### src/rtl/encrypt_stream_ctrl.sv
// Byte-stream encrypt controller: framed 1-byte/cycle encrypt with skid-free output register.
// Optional running XOR checksum of the encrypted frame when ENC_STREAM_CHECKSUM_EN is defined.

module encrypt_core (
    input  logic [7:0] din,
    output logic [7:0] dout
);
    localparam logic [7:0]  KEY = 8'h6C;
    // Diffusion matrix columns, column i at [8*i +: 8]; invertible over GF(2).
    localparam logic [63:0] MIX = {8'hAF, 8'hFF, 8'h48, 8'hDC,
                                   8'h20, 8'h40, 8'h02, 8'hF1};

    always_comb begin
        dout = KEY;
        for (int i = 0; i < 8; i++) begin
            if (din[i]) dout = dout ^ MIX[8*i +: 8];
        end
    end
endmodule

module encrypt_stream_ctrl #(
    parameter int LEN_W = 8
) (
    input  logic             clk,
    input  logic             rst,
    input  logic             start,
    input  logic [LEN_W-1:0] len,
    input  logic             s_valid,
    input  logic [7:0]       s_data,
    output logic             s_ready,
    output logic             m_valid,
    output logic [7:0]       m_data,
    input  logic             m_ready,
    output logic             busy,
    output logic             done,
    output logic [LEN_W-1:0] count,
    output logic [7:0]       chk
);
    localparam logic [1:0] IDLE  = 2'd0;
    localparam logic [1:0] RUN   = 2'd1;
    localparam logic [1:0] DRAIN = 2'd2;
    localparam logic [1:0] DONE  = 2'd3;

    logic [1:0]       state;
    logic [LEN_W-1:0] rem;
    logic [7:0]       enc;
    logic             xfer;

    encrypt_core u_enc (
        .din  (s_data),
        .dout (enc)
    );

    assign s_ready = (state == RUN) && (!m_valid || m_ready) && (rem != '0);
    assign xfer    = s_valid && s_ready;
    assign busy    = (state != IDLE);
    assign done    = (state == DONE);

    always_ff @(posedge clk) begin
        if (rst) begin
            state   <= IDLE;
            rem     <= '0;
            count   <= '0;
            m_valid <= 1'b0;
            m_data  <= 8'h00;
        end else begin
            // A new accept refills the output register in the same cycle it drains.
            if (xfer) begin
                m_valid <= 1'b1;
                m_data  <= enc;
            end else if (m_ready) begin
                m_valid <= 1'b0;
            end

            case (state)
                IDLE: begin
                    if (start) begin
                        rem   <= len;
                        count <= '0;
                        state <= (len != '0) ? RUN : DONE;
                    end
                end
                RUN: begin
                    if (xfer) begin
                        rem   <= rem - LEN_W'(1);
                        count <= count + LEN_W'(1);
                        if (rem == LEN_W'(1)) state <= DRAIN;
                    end
                end
                DRAIN: begin
                    if (!m_valid || m_ready) state <= DONE;
                end
                DONE: state <= IDLE;
                default: state <= IDLE;
            endcase
        end
    end

`ifdef ENC_STREAM_CHECKSUM_EN
    logic [7:0] chk_q;

    always_ff @(posedge clk) begin
        if (rst) begin
            chk_q <= 8'h00;
        end else if (state == IDLE && start) begin
            chk_q <= 8'h00;
        end else if (xfer) begin
            chk_q <= chk_q ^ enc;
        end
    end

    assign chk = chk_q;
`else
    assign chk = 8'h00;
`endif

endmodule

### config.mk
export PLATFORM = sky130hd
export DESIGN_NAME = encrypt_stream_ctrl
export DESIGN_NICKNAME = d
export VERILOG_FILES = /design/src/rtl/encrypt_stream_ctrl.sv
export SDC_FILE = /design/constraint.sdc
export NUM_CORES = 1
export LEC_CHECK = 0
export ABC_CLOCK_PERIOD_IN_PS = 5700
export CELL_PAD_IN_SITES_DETAIL_PLACEMENT = 1
export CELL_PAD_IN_SITES_GLOBAL_PLACEMENT = 2
export CORE_AREA = 5 5 84 86
export DETAILED_ROUTE_END_ITERATION = 12
export DIE_AREA = 0 0 89 91
export GPL_ROUTABILITY_DRIVEN = 0
export GPL_TIMING_DRIVEN = 0
export HOLD_SLACK_MARGIN = 0.06
export PLACE_DENSITY = 0.83
export SYNTH_ARGS = -nofsm -noshare
export SYNTH_HDL_FRONTEND = slang
export SYNTH_SLANG_ARGS = --single-unit
### constraint.sdc
create_clock -name clk -period 5.7 [get_ports clk]
set_clock_uncertainty 0.1 [all_clocks]
set_input_delay 0.855 -clock clk [delete_from_list [all_inputs] [get_ports clk]]
set_output_delay 0.855 -clock clk [all_outputs]
set_load 0.05 [all_outputs]
Word-level counts from Yosys, hierarchy flattened
Cells that the tools add are included.
{"block": "word_totals", "input_bits": 21, "wordCells": 57, "register_bits": 27, "output_inout_bits": 28}
{"block": "classes", "bitwise_logic": 7, "mux": 22, "reduce_logical": 13, "add_sub_neg": 2, "eq_ne": 8}
{"op": "8-bit 2-to-1 mux", "n": 8}
{"op": "8-bit one-hot mux with 2 select lines", "n": 2}
{"op": "8-bit nonzero test", "n": 2}
{"op": "7-bit 2-to-1 mux", "n": 2}
{"op": "2-bit 2-to-1 mux", "n": 6}
{"op": "8-bit by 1-bit adder with 8-bit output (second input constant)", "n": 1}
{"op": "8-bit by 1-bit equality test with 1-bit output (second input constant)", "n": 1}
{"op": "8-bit inverter", "n": 1}
{"op": "2-bit one-hot mux with 4 select lines", "n": 1}
{"op": "8-bit by 1-bit subtractor with 8-bit output (second input constant)", "n": 1}
{"op": "6-bit 2-to-1 mux", "n": 1}
{"op": "2-bit != test (second input constant)", "n": 3}
{"op": "6-bit inverter", "n": 1}
{"op": "2-bit nonzero test", "n": 3}
{"op": "5-bit inverter", "n": 1}
{"op": "2-bit equality test (second input constant)", "n": 2}
{"op": "4-bit AND reduction", "n": 1}
{"op": "1-bit logical AND", "n": 3}
{"op": "1-bit inverter", "n": 3}
{"op": "3-bit AND reduction", "n": 1}
{"op": "2-bit by 1-bit equality test with 1-bit output (second input constant)", "n": 1}
{"op": "2-bit zero test", "n": 1}
{"op": "1-bit 2-to-1 mux", "n": 2}
{"op": "2-bit by 1-bit != test with 1-bit output (second input constant)", "n": 1}
{"op": "3 further kinds", "n": 3}

Logic depth before layout (Yosys ltp)
Gate-level depths: netlist of run 1.
{"block": "depth", "ltp_word": 14, "mapped_depth": 8}

By module
From an unflattened synthesis of run 1, not the netlist that was laid out.
{"block": "hier_totals", "hier_cells": 200, "area_unflattened_um2": 1796.7}
{"mod": "encrypt_stream_ctrl", "n_inst": 1, "seq_area_each_um2": 540.5, "area_each_um2": 1641.6, "cells_each": 189}
{"mod": "encrypt_core", "n_inst": 1, "seq_area_each_um2": 0.0, "area_each_um2": 155.1, "cells_each": 11}

Worst setup path before layout of run 1
No wires, ideal clock.
{"block": "synth_timing", "kind": "flip-flop to output port", "start": "register state[1]", "end": "output s_ready", "t_arrival_ns": 1.752, "required_ns": 4.745, "setup_slack_ns": 2.993, "stages_incl_launch_ff": 7, "cell_sequence": "dfxtp_1 inv_1 ha_1 clkbuf_1 clkbuf_1 clkbuf_1 o211a_1"}
{"block": "synth_via", "elab_chain_len": 3}
{"element": "start: declaration", "line": "44", "rtl": "logic [1:0] state;"}
{"element": "start signal: assignment", "line": "80", "rtl": "state <= (len != '0) ? RUN : DONE;"}
{"element": "2-bit by 1-bit equality test with 1-bit output", "line": "54", "rtl": "assign s_ready = (state == RUN) && (!m_valid || m_ready) && (rem != '0);"}
{"element": "1-bit logical AND (2 in series)", "line": "54"}
{"element": "end: declaration", "line": "30", "rtl": "output logic s_ready,"}
Every way passes these cells.

Worst setup path after layout of run 1
Same ends and word-level chain as after synthesis.

==> results of run 1 <==
-- flip-flops by register name, summed over array words and instances, names as in the netlist --
register  flops
state         2
m_data        8
count         8
m_valid       1
rem           8
-- cell type report --
cell class	instances	share of cell area
inverter	12	0.0201
tap	77	0.0430
sequential	27	0.241
multi-input combinational	158	0.444
timing repair buffer	40	0.179
clock buffer	4	0.0201
buffer	20	0.0530
-- power by group through the flow --
stage	Clock, mW	Sequential, mW	Combinational (mW)
final	0.112	0.272	0.578
after detailed placement	0	0.274	0.580
after CTS	0.118	0.271	0.583
after floorplan	0	0.314	0.371
after global placement	0	0.275	0.573
after global routing	0.125	0.280	0.634
-- metrics by stage --
step	instance area (um2)	setup slack, ns
2_1_floorplan	1700	2.99
3_3_place_gp	2200	1.97
3_5_place_dp	2200	1.92
4_1_cts	2240	1.60
5_1_grt	2240	1.42
6_report	2240	1.62
-- Yosys cell counts, types with 6 or more instances --
cell,instances
dfxtp_1,27
a21oi_1,21
nand2_1,19
nor2_1,18
inv_1,12
o21ai_0,11
buf_4,9
clkbuf_1,8
ha_1,8
xnor2_1,7
nand2b_1,6
nand3_1,6
-- worst register-to-register path: cells and delay by family (launching register included) --
| family | cells | cell delay [ns] |
|---|---|---|
| buf+inv | 2 | 0.42 |
| compound gates | 2 | 0.44 |
| fa+ha+maj | 1 | 0.14 |
| flops | 1 | 0.36 |
| simple gates | 2 | 0.82 |
-- cell families after synthesis --
logic type	synth area share
AOI/OAI and AO/OA	0.236
xor gates and xnor gates	0.0628
adders and majority gates	0.0598
buffers and inverters	0.0980
DFF	0.323
muxes	0.00598
other	0.00224
and+or+nand+nor	0.212
-- path summary, 6_finish.rpt --
| path | startpoint | endpoint | slack [ns] | depth (start not counted) |
|---|---|---|---|---|
| min reg2reg | m_data[1] | m_data[1] | 0.36 | 2 |
| max reg2reg | state[1] | count[7] | 3.35 | 7 |
| min | m_data[1] | m_data[1] | 0.36 | 2 |
| max | state[1] | s_ready | 1.62 | 7 |
-- layer usage --
layer,GRT usage,share of wire,vias up
li1,-,-,823
met1,0.156,0.43,790
met2,0.219,0.50,33
met3,0.0344,0.055,4
met4,0.0199,0.0095,0
met5,0,0,-
==> results.ini, run 1 <==
[timing]
fmax_mhz = 245
fin_crit_sh = 0.716
timing.hold.ws_ns = 0.363
finalSetupViolCount = 0
fin_setup_tns_ns = 0
rsz0062_at_grt = no
finalHoldViolations = 0
timing.slew.headroom = 0.616
maxSlewViolCount = 0
tightestPinTransition_ns = 0.560
fin_crit_ns = 4.08

[clocking]
htreeDepth = 1
clock-root-buffer = clkbuf_8
clk_pin_slew_worst_paths_ns = 0.10
numCtsBuffers = 3
clockBufferDepth = 2
clk_latency_ns = 0.28
cts_hold_buffers = 0
cts_resized = 0
cts_tree = done
postCtsSetupBuffers = 0
cts_sinks = 27

[yosys]
synth_async_sr_flop_share = 0
synth_top_area_frac = 0.323
synth_area_leaders = dfxtp_1, a21oi_1, ha_1
ys.flop_type = dfxtp_1
synth.ff_latch_count = 27
synthCells = 210
synth_warnings = 0
synth_edf_count = 0
syn_avg_cell_area_um2 = 7.97
ys_seq_area_frac = 0.323
synth_cell_type_count = 47
yosys.area.top_type = dfxtp_1
synth.cell_area_mm2 = 0.00167

[floorplanning]
rows = 29
io_pins = 49
core-area_mm2 = 0.00620
die_area_mm2 = 0.00810
die_w_um = 89
initial_utilization = 0.270
fp.dieH_um = 91

[power_and_ir_drop]
irDropWorstVdd_mv = 0.140
totalPowerFinal_uw = 961
p_comb_frac = 0.601
internal_power_uw = 490
power.share.clock = 0.117
cellLeakagePower_nw = 0.833
power_density_mw_per_mm2 = 429
sw_frac_of_total = 0.490
net-switching-power_uw = 471
pwr-share-seq = 0.283

[cells_and_area]
diodes = 0
syn_to_final_growth_pct = 34.0
fillers = 748
multi_input_area_um2 = 995
regArea_um2 = 541
fin_cells = 338
final_util = 0.361
drive_gt1_frac = 0.0843
final_cell_mix = clkdlybuf4s50_1, dfxtp_1, a21oi_1, nand2_1, nor2_1
fin_nets = 291
layout.cells.most_common = clkdlybuf4s50_1

[setup_path]
slowest_stage = clkdlybuf4s50_1
slowest_delay_ns = 0.82
arrival_ns = 3.13
end_kind = output port
cp_max_fo = 10
path_cells = inv_1 > ha_1 > clkbuf_1 > clkbuf_1 > clkbuf_1 > o211a_1 > clkdlybuf4s50_1
cp.required_ns = 4.74
cp-start-kind = register
crit_type = register to output port
crit_family = buffers and inverters
cp_num_buf_inv = 5
critical_path.most_common_cell = clkbuf_1

[global_route]
grt_usage = 0.126
antenna_found_initial = 0
grt_overflow = 0
grt_pass1_vias = 1683
grt_pass1_wl_um = 8250
grt_max_degree = 15

[routing]
drc = 0
dr.pass1.iters = 4
routed_wirelength_um = 4970
wire_per_inst_um = 14.7
num_vias = 1650
postRouteAntennaNets = 0
vias_per_cell = 4.88
drt_iter0_drc = 57

[placement]
portBuffers = 40
dpl.hpwl_um = 3830
place_inst = 334

[worst_hold_path]
hold_class = register to register

[outcome]
status = finished clean

[run]
drv_cap = 0

Power figures use the tool's default switching activity.
==> run 2: changes to the inputs <==
==> config.mk (replaced) <==
export PLATFORM = sky130hd
export DESIGN_NAME = encrypt_stream_ctrl
export DESIGN_NICKNAME = d
export VERILOG_FILES = /design/src/rtl/encrypt_stream_ctrl.sv
export SDC_FILE = /design/constraint.sdc
export NUM_CORES = 1
export LEC_CHECK = 0
export ABC_CLOCK_PERIOD_IN_PS = 3780
export CELL_PAD_IN_SITES_DETAIL_PLACEMENT = 1
export CELL_PAD_IN_SITES_GLOBAL_PLACEMENT = 2
export CORE_AREA = 5 5 87 89
export DETAILED_ROUTE_END_ITERATION = 12
export DIE_AREA = 0 0 92 94
export GPL_ROUTABILITY_DRIVEN = 0
export GPL_TIMING_DRIVEN = 0
export HOLD_SLACK_MARGIN = 0.06
export PLACE_DENSITY = 0.78
export SYNTH_ARGS = -nofsm -noshare
export SYNTH_HDL_FRONTEND = slang
export SYNTH_SLANG_ARGS = --single-unit
==> constraint.sdc (replaced) <==
create_clock -name clk -period 3.78 [get_ports clk]
set_clock_uncertainty 0.1 [all_clocks]
set_input_delay 0.567 -clock clk [delete_from_list [all_inputs] [get_ports clk]]
set_output_delay 0.567 -clock clk [all_outputs]
set_load 0.05 [all_outputs]
==> run 2 against run 1 <==
  * Combinational power increased by 52%
  * Via count up 0.55%
  * Worst hold slack better by 0.012 ns
  * Critical path depth unchanged
  * Count of clock-buffer cells in the layout unchanged
  * Clock power up 52%
  * Sequential cell count is the same
  * First-iteration DRC count grew 5.3%
  * Cell count increased by 0.89%
  * Wire length increased by 2.6%
  * Largest power group unchanged
==> results.ini, run 2 (synthesis gave the netlist of run 1 again) <==
[setup_path]
crit_type = register to output port  ; unchanged
cp-start-kind = register  ; unchanged
crit-reg2reg-launch = rem[0]  ; was state[1]
arrival_ns = 2.96  ; was 3.13 ns
r2r_cells = 7  ; unchanged
startpoint = state[1]  ; unchanged
cp.required_ns = 3.11  ; was 4.74 ns
end_kind = output port  ; unchanged
cp_max_fo = 10  ; unchanged

[floorplanning]
initial_utilization = 0.250  ; was 0.270
die_w_um = 92  ; was 89 um
rows = 30  ; was 29
core-area_mm2 = 0.00668  ; was 0.00620 mm2
io_pins = 49  ; unchanged
die_area_mm2 = 0.00865  ; was 0.00810 mm2
fp.dieH_um = 94  ; was 91 um

[clocking]
cts_resized = 1  ; was 0
htreeDepth = 1  ; unchanged
clockBufferDepth = 2  ; unchanged
postCtsSetupBuffers = 0  ; unchanged
clock-root-buffer = clkbuf_8  ; unchanged
cts_hold_buffers = 0  ; unchanged
clk_pin_slew_worst_paths_ns = 0.10  ; about the same
cts_tree = done  ; unchanged
cts_sinks = 27  ; unchanged
numCtsBuffers = 3  ; unchanged
clk_latency_ns = 0.28  ; about the same

[cells_and_area]
drive_gt1_frac = 0.0881  ; was 0.0843
fillers = 833  ; was 748
syn_to_final_growth_pct = 34.3  ; was 34.0%
final_cell_mix = clkdlybuf4s50_1, dfxtp_1, a21oi_1, nand2_1, nor2_1  ; unchanged
fin_nets = 291  ; unchanged
regArea_um2 = 541  ; unchanged
diodes = 0  ; unchanged
reg.largest.list = count x8, m_data x8, rem x8  ; unchanged
layout.cells.most_common = clkdlybuf4s50_1  ; unchanged
final_util = 0.336  ; was 0.361
multi_input_area_um2 = 995  ; unchanged

[global_route]
antenna_found_initial = 0  ; unchanged
grt_pass1_vias = 1706  ; was 1683
grt_pass1_wl_um = 8300  ; was 8250 um
grt_overflow = 0  ; unchanged
grt_max_degree = 15  ; unchanged
grt_usage = 0.119  ; was 0.126

[power_and_ir_drop]
cellLeakagePower_nw = 0.836  ; was 0.833 nW
totalPowerFinal_mw = 1.46  ; was 961 uW
irDropWorstVdd_mv = 0.235  ; was 0.140 mV
power_density_mw_per_mm2 = 650  ; was 429 mW/mm2

[timing]
maxSlewViolCount = 0  ; unchanged
timing.slew.headroom = 0.624  ; was 0.616
rsz0062_at_grt = no  ; unchanged
tightestPinTransition_ns = 0.549  ; was 0.560 ns
finalSetupViolCount = 0  ; unchanged
fin_setup_tns_ns = 0  ; unchanged
finalHoldViolations = 0  ; unchanged
fmax_mhz = 275
fin_crit_sh = 0.961
fin_crit_ns = 3.63

[routing]
vias_per_cell = 4.87  ; was 4.88
wire_per_inst_um = 14.9  ; was 14.7 um
drc = 0  ; unchanged
postRouteAntennaNets = 0  ; unchanged
num_vias = 1659  ; was 1650
routed_wirelength_um = 5100  ; was 4970 um
drt_iter0_drc = 60  ; was 57
dr.pass1.iters = 4  ; unchanged

[worst_hold_path]
hold_class = register to register  ; unchanged
min_from = m_data[4]  ; was m_data[1]
hold_depth = 2  ; unchanged

[placement]
portBuffers = 40  ; unchanged
dpl.hpwl_um = 3920  ; was 3830 um

[run]
drv_cap = 0  ; unchanged

[outcome]
status = finished clean  ; unchanged

[run 2: changes by cell type in the layout (fill, tap and decap cells not counted)]
cell      change
clkbuf_1      -1
clkbuf_2      +1
[run 2: area by class of cell]
type,instances,area share
well taps,80,0.0446
clock buffers,4,0.0201
flip-flops and latches,27,0.241
repair buffers,40,0.178
multi-input cells,158,0.443
plain buffers,20,0.0535
inverters,12,0.0201
[run 2: per-stage QoR]
| step | instance area [um2] | setup WS, ns | std cells | hold slack, ns |
|---|---|---|---|---|
| after floorplan | 1700 | 1.36 | 217 | 0.358 |
| after global placement | 2200 | 0.303 | 337 | 0.348 |
| after detailed placement | 2200 | 0.320 | 337 | 0.365 |
| after CTS | 2250 | 0.118 | 341 | 0.384 |
| after global routing | 2250 | 0.0169 | 341 | 0.404 |
| final | 2250 | 0.149 | 341 | 0.375 |
[run 2: path summary, 6_finish.rpt]
check,slack (ns),endpoint
hold / removal,0.38,m_data[4]
hold reg to reg,0.38,m_data[4]
setup / recovery,0.15,s_ready
setup reg to reg,1.41,count[7]
[run 2: where the power goes]
part | switching, mW | internal [mW] | leakage, nW
logic | 0.562 | 0.318 | 0.594
registers | 0.0624 | 0.347 | 0.220
clock network | 0.0946 | 0.0757 | 0.0228
[run 2: metal layers]
| layer | share of wire | GRT usage | routed length [um] | vias to the layer above |
|---|---|---|---|---|
| met3 | 0.054 | 0.0313 | 275 | 5 |
| met4 | 0.0090 | 0.0260 | 46 | 0 |
| li1 | - | - | - | 833 |
| met5 | 0 | 0 | 0 | - |
| met2 | 0.48 | 0.218 | 2460 | 42 |
| met1 | 0.45 | 0.140 | 2310 | 779 |
[run 2: worst max-delay path, cell delays in order, from the launching register on]
cell,delay (ns)
dfxtp_1,0.36
inv_1,0.09
ha_1,0.14
clkbuf_1,0.31
clkbuf_1,0.42
clkbuf_2,0.34
o211a_1,0.22
clkdlybuf4s50_1,0.81
